===== config.mk =====
export PLATFORM = sky130hd
export DESIGN_NAME = approx_mult_seq
export DESIGN_NICKNAME = d
export VERILOG_FILES = /design/src/rtl/approx_mult_seq.sv
export SDC_FILE = /design/constraint.sdc
export NUM_CORES = 1
export LEC_CHECK = 0
export BUFFER_PORTS_ARGS = -buffer_cell sky130_fd_sc_hd__buf_2
export CAP_MARGIN = 20
export CORE_ASPECT_RATIO = 0.7
export CORE_MARGIN = 4
export CORE_UTILIZATION = 30
export CTS_CLUSTER_SIZE = 30
export DETAILED_ROUTE_END_ITERATION = 16
export SLEW_MARGIN = 20
export SYNTH_ARGS = -nofsm -noshare
export SYNTH_HDL_FRONTEND = slang
export SYNTH_SLANG_ARGS = --single-unit

===== constraint.sdc =====
create_clock -name clk -period 2.9 [get_ports clk]
set_input_delay 0.145 -clock clk [delete_from_list [all_inputs] [get_ports clk]]
set_output_delay 0.145 -clock clk [all_outputs]
set_load 0.03 [all_outputs]

===== src/rtl/approx_mult_seq.sv =====
// Sequential shift-add unsigned multiplier, one partial-product row per cycle.
// Approximate mode OR-merges the low APPROX_COLS columns with no carry out.
module approx_mult_seq #(
    parameter int WIDTH       = 8,
    parameter int APPROX_COLS = 4
) (
    input  logic               clk,
    input  logic               rst,
    input  logic               in_valid,
    output logic               in_ready,
    input  logic [WIDTH-1:0]   a,
    input  logic [WIDTH-1:0]   b,
    input  logic               approx_en,
    output logic               out_valid,
    input  logic               out_ready,
    output logic [2*WIDTH-1:0] result,
    output logic               result_approx,
    output logic               busy
);

    localparam int PW = 2 * WIDTH;
    localparam int CW = $clog2(WIDTH);
    localparam int K  = APPROX_COLS;
    localparam logic [CW-1:0] LAST = CW'(WIDTH - 1);

    typedef enum logic [1:0] {
        IDLE = 2'd0,
        BUSY = 2'd1,
        DONE = 2'd2
    } state_t;

    state_t         state_q;
    state_t         state_d;
    logic [WIDTH-1:0] a_reg;
    logic [WIDTH-1:0] b_reg;
    logic           mode_reg;
    logic [PW-1:0]  acc;
    logic [CW-1:0]  cnt;
    logic [PW-1:0]  res_q;
    logic           res_ap_q;

    logic [PW-1:0]  pp;
    logic [PW-1:0]  sum_ex;
    logic [PW-1:0]  sum_ap;
    logic [PW-1:0]  acc_next;

    assign pp     = b_reg[cnt] ? ({{WIDTH{1'b0}}, a_reg} << cnt) : '0;
    assign sum_ex = acc + pp;

    // The approximate adder splits at column K; the degenerate widths
    // collapse to a plain add (K=0) or a pure OR (K covers every column).
    generate
        if (K == 0) begin : g_k0
            assign sum_ap = sum_ex;
        end else if (K >= PW) begin : g_kall
            assign sum_ap = acc | pp;
        end else begin : g_split
            assign sum_ap = {acc[PW-1:K] + pp[PW-1:K],
                             acc[K-1:0] | pp[K-1:0]};
        end
    endgenerate

    assign acc_next = mode_reg ? sum_ap : sum_ex;

    always_comb begin
        state_d   = state_q;
        in_ready  = 1'b0;
        out_valid = 1'b0;
        busy      = 1'b0;
        unique case (state_q)
            IDLE: begin
                in_ready = 1'b1;
                if (in_valid) state_d = BUSY;
            end
            BUSY: begin
                busy = 1'b1;
                if (cnt == LAST) state_d = DONE;
            end
            DONE: begin
                out_valid = 1'b1;
                if (out_ready) state_d = IDLE;
            end
            default: state_d = IDLE;
        endcase
    end

    always_ff @(posedge clk) begin
        if (rst) begin
            state_q  <= IDLE;
            a_reg    <= '0;
            b_reg    <= '0;
            mode_reg <= 1'b0;
            acc      <= '0;
            cnt      <= '0;
            res_q    <= '0;
            res_ap_q <= 1'b0;
        end else begin
            state_q <= state_d;
            if (state_q == IDLE && in_valid) begin
                a_reg    <= a;
                b_reg    <= b;
                mode_reg <= approx_en;
                acc      <= '0;
                cnt      <= '0;
            end
            if (state_q == BUSY) begin
                acc <= acc_next;
                cnt <= cnt + 1'b1;
                // Result register keeps the last product visible across
                // the following operation's accumulation.
                if (cnt == LAST) begin
                    res_q    <= acc_next;
                    res_ap_q <= mode_reg;
                end
            end
        end
    end

    assign result        = res_q;
    assign result_approx = res_ap_q;

endmodule

# ---- Yosys cells after proc, flatten, opt, wreduce, memory -nomap -nowiden
# Index checks and enable logic that the tools add are counted.
dict set report classes {
  add_sub_neg 3
  order_cmp 1
  n_eq_ne 6
  shifts 1
  mux 15
  n_bitwise 1
  n_reduce_logical 5
}
# op count
set ops {}
lappend ops {{$mux 16} 4}
lappend ops {{$add 16x16->16} 1}
lappend ops {{$shl 8x3->16} 1}
lappend ops {{$add 12x12->12} 1}
lappend ops {{$mux 2} 3}
lappend ops {{$mux 3} 2}
lappend ops {{$ne 2x2->1 const B} 3}
lappend ops {{$pmux 2 s3} 1}
lappend ops {{$lt 3x4->1 const B} 1}
lappend ops {{$mux 1} 4}
lappend ops {{$or 4x4->4} 1}
lappend ops {{$add 3x1->3 const B} 1}
lappend ops {{$bmux 1 s3} 1}
lappend ops {{$eq 3x3->1 const B} 1}
lappend ops {{$reduce_and 3->1} 1}
lappend ops {{$eq 2x1->1 const B} 1}
lappend ops {{$eq 2x2->1 const B} 1}
lappend ops {{$logic_not 2->1} 1}
lappend ops {{$reduce_and 2->1} 1}
lappend ops {{$reduce_bool 2->1} 1}
lappend ops {{$logic_and 1x1->1} 1}
dict set report word_totals {
  regBits 55
  in_bits 21
  out_inout_bits 20
  elab_cells 40
}

# ---- Depth between registers and ports, before layout
# Gate-level depths: netlist (run 1).
dict set report logic_depth {
  depth_word 6
  ltp_mapped 16
  ltp_nobuf 13
}

# ---- Least setup slack after synthesis (run 1)
# No wires, ideal clock.
dict set report synth_path {
  kind {reg-to-reg}
  from {register cnt[0]}
  to {register acc[12]}
  setup_time_ps 126
  t_arrival_ps 2917
  required_time_ps 2774
  setup_slack_ps -143
  stages_incl_launch_ff 14
  n_path_buf 1
  period_less_slack_ps 3043
  cell_sequence {dfxtp_1 -> buf_2 -> mux4_2 -> nor2b_1 -> a21oi_2 -> nor2_1 -> ha_1 -> fa_1 -> a21o_1 -> a21oi_1 -> o211ai_1 -> a31oi_1 -> xor2_1 -> o21ai_0}
}
dict set report synth_between {
  elab_chain_len 6
  word_cells_on_any_way 8
  classes_between {2 x add/sub; 1 x shift; 5 x mux}
}
# item line
set synth_rtl {}
lappend synth_rtl {{from (decl)} 38} ;# logic [CW-1:0] cnt;
lappend synth_rtl {{from (signal assigned)} 108} ;# cnt <= cnt + 1'b1;
lappend synth_rtl {{$bmux 1 s3} 47} ;# assign pp = b_reg[cnt] ? ({{WIDTH{1'b0}}, a_reg} << cnt) : '0;
lappend synth_rtl {{$mux 1 (not written as such)} 47}
lappend synth_rtl {{$mux 16 (*)} 47}
lappend synth_rtl {{$add 16x16->16 / $add 12x12->12 (equally long branches)} {48, 58}}
lappend synth_rtl {{$mux 16 (*)} 63} ;# assign acc_next = mode_reg ? sum_ap : sum_ex;
lappend synth_rtl {{$mux 16 (*)} 106} ;# if (state_q == BUSY) begin
lappend synth_rtl {{to (signal assigned)} 107} ;# acc <= acc_next;
lappend synth_rtl {{to (decl)} 37} ;# logic [PW-1:0] acc;
# Mark *: on every way between the ends. The rest lies on a longest branch, timed or not. The select of a mux whose other input is x is not followed.
# A chain may end at the register's enable or synchronous reset.

# ---- Final worst setup path (run 1)
dict set report layout_path {
  from {register cnt[0]}
  to {register res_q[15] (netlist: result[15])}
}
dict set report layout_between {
  elab_chain_len 5
  word_cells_on_any_way 9
  classes_between {2 x add/sub; 1 x eq/ne; 1 x shift; 4 x mux; 1 x reduce/logical}
}
# item line
set layout_rtl {}
lappend layout_rtl {{$bmux 1 s3} 47}
lappend layout_rtl {{$mux 1 (not written as such)} 47}
lappend layout_rtl {{$mux 16} 47}
lappend layout_rtl {{$add 16x16->16 / $add 12x12->12 (equally long branches)} {48, 58}}
lappend layout_rtl {{$mux 16} 63}
lappend layout_rtl {{to (signal assigned)} 112} ;# res_q <= acc_next;
lappend layout_rtl {{to (decl)} 39} ;# logic [PW-1:0] res_q;
# Parallel ways exist; a longest one is shown, timed or not. The select of a mux whose other input is x is not followed.

==> impl_metrics.json, run 1 <==
{
  "cp_slowest_cell": "mux4_2",
  "ioPinCount": 41,
  "grt_pass1_wl_mm": 15.41,
  "synthCells": 427,
  "min_period_ns": 3.011,
  "grt_pass1_vias": 3161,
  "synth-edff-count": 0,
  "dpl.cell_count": 632,
  "finalSetupViolations": 6,
  "power_density_nw_per_um2": 370.4,
  "grt_setup_unrepaired": "true",
  "clk_latency_ns": 0.30,
  "ys_seq_elements": 55,
  "synth_ff_type": "dfxtp_1",
  "ff2ff_setup_slack_ns": -0.11,
  "portBuffers": 40,
  "holdPathEnd": "b_reg[3]$_SDFFE_PP0P_",
  "drt_wl_total_mm": 9.709,
  "cts.sinks": 55,
  "place_ws_ns": -0.1481,
  "reg2reg_to": "result[15]$_SDFFE_PP0P_",
  "critPathLaunchType": "flip-flop",
  "synth.area.mux_share_pct": 6.960,
  "area_growth_pct": 35.29,
  "synthAdderAreaFrac_pct": 9.105,
  "yosysWarnings": 0,
  "routedWlPerCell_um": 15.01,
  "slew_violations": 0,
  "synth_cell_types": 52,
  "cts_tree": "yes",
  "skew_ns": 0.01142,
  "async_flop_share_pct": 0,
  "final_antenna_net_count": 0,
  "endpoint_kind": "flip-flop",
  "layout_common_cells": "79 x nand2_1, 53 x dfxtp_1, 49 x a21oi_1",
  "h-tree-depth": 2,
  "grt.total_usage_pct": 14.58,
  "synthTopCellsByArea": "dfxtp_1 33%, nand2_1 9.4%, a21oi_1 8.4%",
  "post_dp_cell_area_sq_um": 3931,
  "critPathRequiredTime_ns": 3.13,
  "hold_class": "primary input to flip-flop",
  "fp.dieH_um": 96.09,
  "worstPathArrival_ns": 3.24,
  "hpwl_mm": 6.938,
  "fillers": 1083,
  "die_area_sq_um": 12860,
  "r2r_start": "cnt[0]$_SDFFE_PP0P_",
  "ir_drop_mv": 0.2338,
  "path_clk_slew_ns": 0.08,
  "first_pass_iters": 4,
  "tightest_slew_ns": 0.7443,
  "antenna_found_initial": 0,
  "vias_per_cell": 5.043,
  "netlist.area_leader.share_pct": 33.11,
  "syn_area_per_cell_sq_um": 7.789,
  "crit_chain": "mux4_2, nor2b_4, a21oi_4, buf_12, nor2_4, ha_4, nand4_1, buf_4, a211oi_4, o211ai_1, mux2_2, o22ai_1",
  "drtIter0Drc": 202,
  "ys_seq_area_share_pct": 33.11,
  "synth_fp_nets": 471,
  "setup_ws_ns": -0.1106,
  "synthXorXnorAreaFrac_pct": 2.634,
  "fin_nets": 542,
  "drive_gt1_share_pct": 31.66,
  "reg2reg_depth": 12,
  "hold_path.startpoint": "b[3]",
  "final.setup.tns_ns": -0.4974,
  "tritoncts.num_buffers": 5,
  "rows": 31,
  "max_slew_margin_pct": 50.26,
  "die_w_um": 133.8,
  "final_common_cell": "nand2_1",
  "max_freq_mhz": 332.2,
  "core-area_sq_um": 10590,
  "period_share_pct": 103.8,
  "place_congestion": 0.8971,
  "status": "finished with violations",
  "synth_top_family_by_area": "simple AND/OR/NAND/NOR gates",
  "synth.largest_area_cell": "dfxtp_1",
  "grt_max_degree": 50,
  "syn-cell-area_sq_um": 3326,
  "min_path_cells": 3,
  "routed-via-count": 3263,
  "critPathKind": "flip-flop to flip-flop",
  "stdcell_area_sq_um": 4499,
  "violations": "negative setup slack",
  "clockRootBuffer": "clkbuf_16",
  "initial_core_util_pct": 31.41,
  "synth_simple_gate_area_share_pct": 22.76,
  "critPathMaxFanout": 6,
  "instances_no_fill": 647,
  "hold_viol_final": 0,
  "diodes": 0,
  "synth_compound_area_share_pct": 20.35,
  "p_leak_nw": 1.810,
  "drc_errors": 0,
  "cp_slowest_stage_delay_ns": 0.50,
  "maxCapViolations": 0,
  "overflow": 0,
  "clock_path_buffers": 2
}
## area by class of cell
| type | count | area, sq um | share of cell area [%] |
|---|---|---|---|
| inverter | 15 | 58.81 | 1.307 |
| sequential | 55 | 1109 | 24.64 |
| multi-input combinational | 331 | 2381 | 52.92 |
| tap | 148 | 185.2 | 4.116 |
| clock buffer | 5 | 125.1 | 2.781 |
| clock inverter | 3 | 26.28 | 0.5840 |
| timing repair buffer | 90 | 614.3 | 13.65 |
## logic make-up after synthesis
family | count (synthesis)
adder cells (fa/ha/maj) | 23
XOR/XNOR | 10
multiplexers | 20
buffers and inverters | 41
flip-flops | 55
AO/OA/AOI/OAI | 110
AND/OR/NAND/NOR | 168
## what timing repair did
| item | CTS | global route |
|---|---|---|
| buffers inserted | 3 | 7 |
| hold buffers | 0 | 0 |
| resized for setup | 11 | 65 |
| endpoints found under the setup margin | 17 | 21 |
| pin swaps | 9 | 30 |
## worst max-delay path by stage
stage,start,slack (ns),depth (start not counted),end
floorplan,cnt[0]$_SDFFE_PP0P_,0.004,13,acc[14]$_SDFFE_PP0P_
global placement,cnt[0]$_SDFFE_PP0P_,-0.1,10,result[15]$_SDFFE_PP0P_
detailed placement,cnt[0]$_SDFFE_PP0P_,-0.15,12,acc[12]$_SDFFE_PP0P_
CTS,cnt[0]$_SDFFE_PP0P_,-0.03,12,acc[12]$_SDFFE_PP0P_
global route,cnt[0]$_SDFFE_PP0P_,-0.23,12,result[15]$_SDFFE_PP0P_
finish,cnt[0]$_SDFFE_PP0P_,-0.11,12,result[15]$_SDFFE_PP0P_
## worst max-delay path, delay by kind of cell (launching register included)
| kind | cells | cell delay (ns) |
|---|---|---|
| mux | 2 | 0.80 |
| compound gates | 4 | 0.75 |
| flops | 1 | 0.37 |
| simple gates | 3 | 0.36 |
| buf+inv | 2 | 0.35 |
| fa+ha+maj | 1 | 0.30 |
## cell usage after synthesis (5+ instances only)
cell type  number
nand2_1        83
a21oi_1        56
dfxtp_1        55
nor2_1         33
ha_1           21
nand3_1        18
o21ai_0        15
clkbuf_1       14
inv_1          14
mux2i_1        13
xor2_1          9
nor3_1          7
buf_2           6
a31oi_1         5
buf_1           5
mux2_2          5
nand2b_1        5
nand4_1         5
o211ai_1        5
## metal layers
layer | GRT usage (%) | part of all wire, % | wire length, um
met1 | 21.26 | 48 | 4671
met5 | 0 | 0 | 0
met3 | 2.821 | 5.9 | 574
met4 | 2.654 | 0.65 | 63
met2 | 22.61 | 45 | 4400
## per-stage QoR
stage	hold slack, ns	utilization (%)	total power, mW
final	0.07374	42.49	1.667
after global routing	0.07636	42.49	1.742
after CTS	0.07152	38.93	1.652
after detailed placement	0.3967	37.13	1.013
after global placement	0.3952	37.13	1.009
after floorplan	0.2810	-	0.9417
## where the power goes
group | internal (mW) | switching, mW | total [mW]
Clock | 0.329 | 0.302 | 0.631
Sequential | 0.775 | 0.0229 | 0.798
Combinational | 0.0956 | 0.142 | 0.238
Power figures use the tool's default switching activity.
==> inputs of run 2 (changes only) <==
--- a/config.mk
+++ b/config.mk
@@ -12,6 +12,7 @@
 export CORE_UTILIZATION = 30
 export CTS_CLUSTER_SIZE = 30
 export DETAILED_ROUTE_END_ITERATION = 16
+export PLACE_DENSITY = 0.56
 export SLEW_MARGIN = 20
 export SYNTH_ARGS = -nofsm -noshare
 export SYNTH_HDL_FRONTEND = slang
==> run 2 against run 1 <==
- the flow still finishes with violations (negative setup slack)
- critical path depth shrank 1
- non-clock buffer count grew 1
- first-iteration DRC count grew 4.0%
- worst setup slack gained 0.069 ns
- sequential cell count is the same
- critical endpoint is now result[13]$_SDFFE_PP0P_
==> impl_metrics.json, run 2 (same netlist as run 1, synthesis figures left out) <==
{
  "status": "finished with violations",
  "drive_gt1_share_pct": 28.80,
  "post_dp_cell_area_sq_um": 3939,
  "max_slew_margin_pct": 59.35,
  "tritoncts.num_buffers": 5,
  "ff2ff_setup_slack_ns": -0.04,
  "fp.dieH_um": 96.09,
  "routed-wl-met2_mm": 3.894,
  "endpoint_kind": "flip-flop",
  "grt_pass1_vias": 3130,
  "grt_pass1_wl_mm": 15.36,
  "worstPathArrival_ns": 3.17,
  "dpl.cell_count": 633,
  "grt.total_usage_pct": 15.04,
  "maxCapViolations": 0,
  "final_antenna_net_count": 0,
  "critPathLaunchType": "flip-flop",
  "power_mw": 1.614,
  "core-area_sq_um": 10590,
  "grt_setup_unrepaired": "true",
  "met1_length_mm": 4.633,
  "hold_class": "primary input to flip-flop",
  "stdcell_area_sq_um": 4300,
  "critPathMaxFanout": 7,
  "routed.top_layer": "met4",
  "endpoint": "result[13]$_SDFFE_PP0P_",
  "cp-startpoint": "cnt[0]$_SDFFE_PP0P_",
  "fin_nets": 543,
  "die_area_sq_um": 12860,
  "hold_buffers": 0,
  "overflow": 0,
  "rows": 31,
  "place_congestion": 0.9026,
  "grt_max_degree": 50,
  "multiInputGateArea_sq_um": 2222,
  "area_growth_pct": 29.31,
  "ir_drop_mv": 0.2212,
  "final_common_cell": "nand2_1",
  "antenna_found_initial": 0,
  "cts.sinks": 55,
  "skew_ns": 0.005805,
  "initial_core_util_pct": 31.41,
  "routed-via-count": 3162,
  "critPathRequiredTime_ns": 3.13,
  "max_freq_mhz": 339.9,
  "finalSetupViolations": 7,
  "diodes": 0,
  "fillers": 1091,
  "wl_met3_um": 590,
  "clk_latency_ns": 0.30,
  "drc_errors": 0,
  "vias_per_cell": 4.880,
  "hold_viol_final": 0,
  "setup_ws_ns": -0.04165,
  "r2r_start": "cnt[0]$_SDFFE_PP0P_",
  "routedWlPerCell_um": 14.21,
  "reg2reg_depth": 11,
  "power_density_nw_per_um2": 375.2,
  "period_share_pct": 101.4,
  "place_ws_ns": -0.1931,
  "instances_no_fill": 648,
  "clockRootBuffer": "clkbuf_16",
  "die_w_um": 133.8,
  "fin_util_pct": 40.61,
  "hpwl_mm": 6.952,
  "tightest_slew_ns": 0.6075,
  "ioPinCount": 41,
  "path_clk_slew_ns": 0.07,
  "portBuffers": 40,
  "p_leak_nw": 1.786,
  "first_pass_iters": 4,
  "slew_violations": 0,
  "critPathKind": "flip-flop to flip-flop",
  "regArea_sq_um": 1109,
  "drt_wl_total_mm": 9.210,
  "drtIter0Drc": 210,
  "cts_tree": "yes",
  "h-tree-depth": 2,
  "clock_path_buffers": 2,
  "layout_common_cells": "79 x nand2_1, 53 x dfxtp_1, 51 x a21oi_1",
  "min_period_ns": 2.942,
  "violations": "negative setup slack",
  "reg2reg_to": "result[13]$_SDFFE_PP0P_"
}
-- run 2: cell types whose count changed in the layout (fill, tap and decap cells not counted), moves of 3 or more --
| cell | previous run | this run |
|---|---|---|
| ha_1 | 9 | 16 |
| buf_6 | 7 | 2 |
| buf_4 | 42 | 49 |
| nand2_4 | 3 | 0 |
| ha_4 | 10 | 3 |
| nor2_1 | 27 | 31 |
| nand2_2 | 1 | 4 |
| nor2_4 | 5 | 2 |
-- run 2: worst min-delay path by stage --
stage / startpoint / endpoint / slack, ns / depth (start not counted)
after CTS: a[6] / a_reg[6]$_SDFFE_PP0P_ / 0.07 / 3
after floorplan: b[0] / b_reg[0]$_SDFFE_PP0P_ / 0.28 / 2
after global routing: a[1] / a_reg[1]$_SDFFE_PP0P_ / 0.08 / 3
after global placement: a[1] / a_reg[1]$_SDFFE_PP0P_ / 0.39 / 3
after detailed placement: a[1] / a_reg[1]$_SDFFE_PP0P_ / 0.39 / 3
final: a[6] / a_reg[6]$_SDFFE_PP0P_ / 0.08 / 3
-- run 2: per-stage QoR --
stage / TNS [ns] / hold WS, ns
final: -0.1367 / 0.08055
after global routing: -1.897 / 0.08453
after CTS: -0.04085 / 0.07404
after detailed placement: -1.628 / 0.3938
after floorplan: 0 / 0.2810
after global placement: -0.5454 / 0.3885
-- run 2: critical path, stage by stage (launching register included) --
cell and delay, ns:
dfxtp_4 0.37, mux4_2 0.49, nor2b_4 0.16, a21oi_4 0.23
nor2_1 0.08, ha_2 0.20, buf_4 0.14, o211ai_1 0.33
a211oi_4 0.10, o211ai_1 0.30, mux2_2 0.37, o22ai_1 0.10
-- run 2: cell type report --
class | instances | share of cell area (%)
inverters | 15 | 1.309
well taps | 148 | 4.306
clock inverters | 1 | 0.1164
clock buffers | 7 | 3.084
repair buffers | 91 | 13.73
flip-flops and latches | 55 | 25.78
multi-input cells | 331 | 51.67
-- run 2: power breakdown --
| part | leakage [nW] | internal (mW) | switching (mW) |
|---|---|---|---|
| registers | 0.448 | 0.775 | 0.0207 |
| clock network | 0.0679 | 0.320 | 0.275 |
| logic | 1.27 | 0.0911 | 0.131 |
-- run 2: repair_timing --
action                     in CTS  in global routing
resized for setup              20                 26
setup endpoints to repair      17                 20
buffers inserted                4                  4
pin swaps                      17                 12
-- run 2: layer usage --
metal	vias to the layer above	track usage [%]
met1	1459	21.25
met3	7	2.926
met4	0	3.938
met5	-	0
met2	66	23.61
li1	1630	-
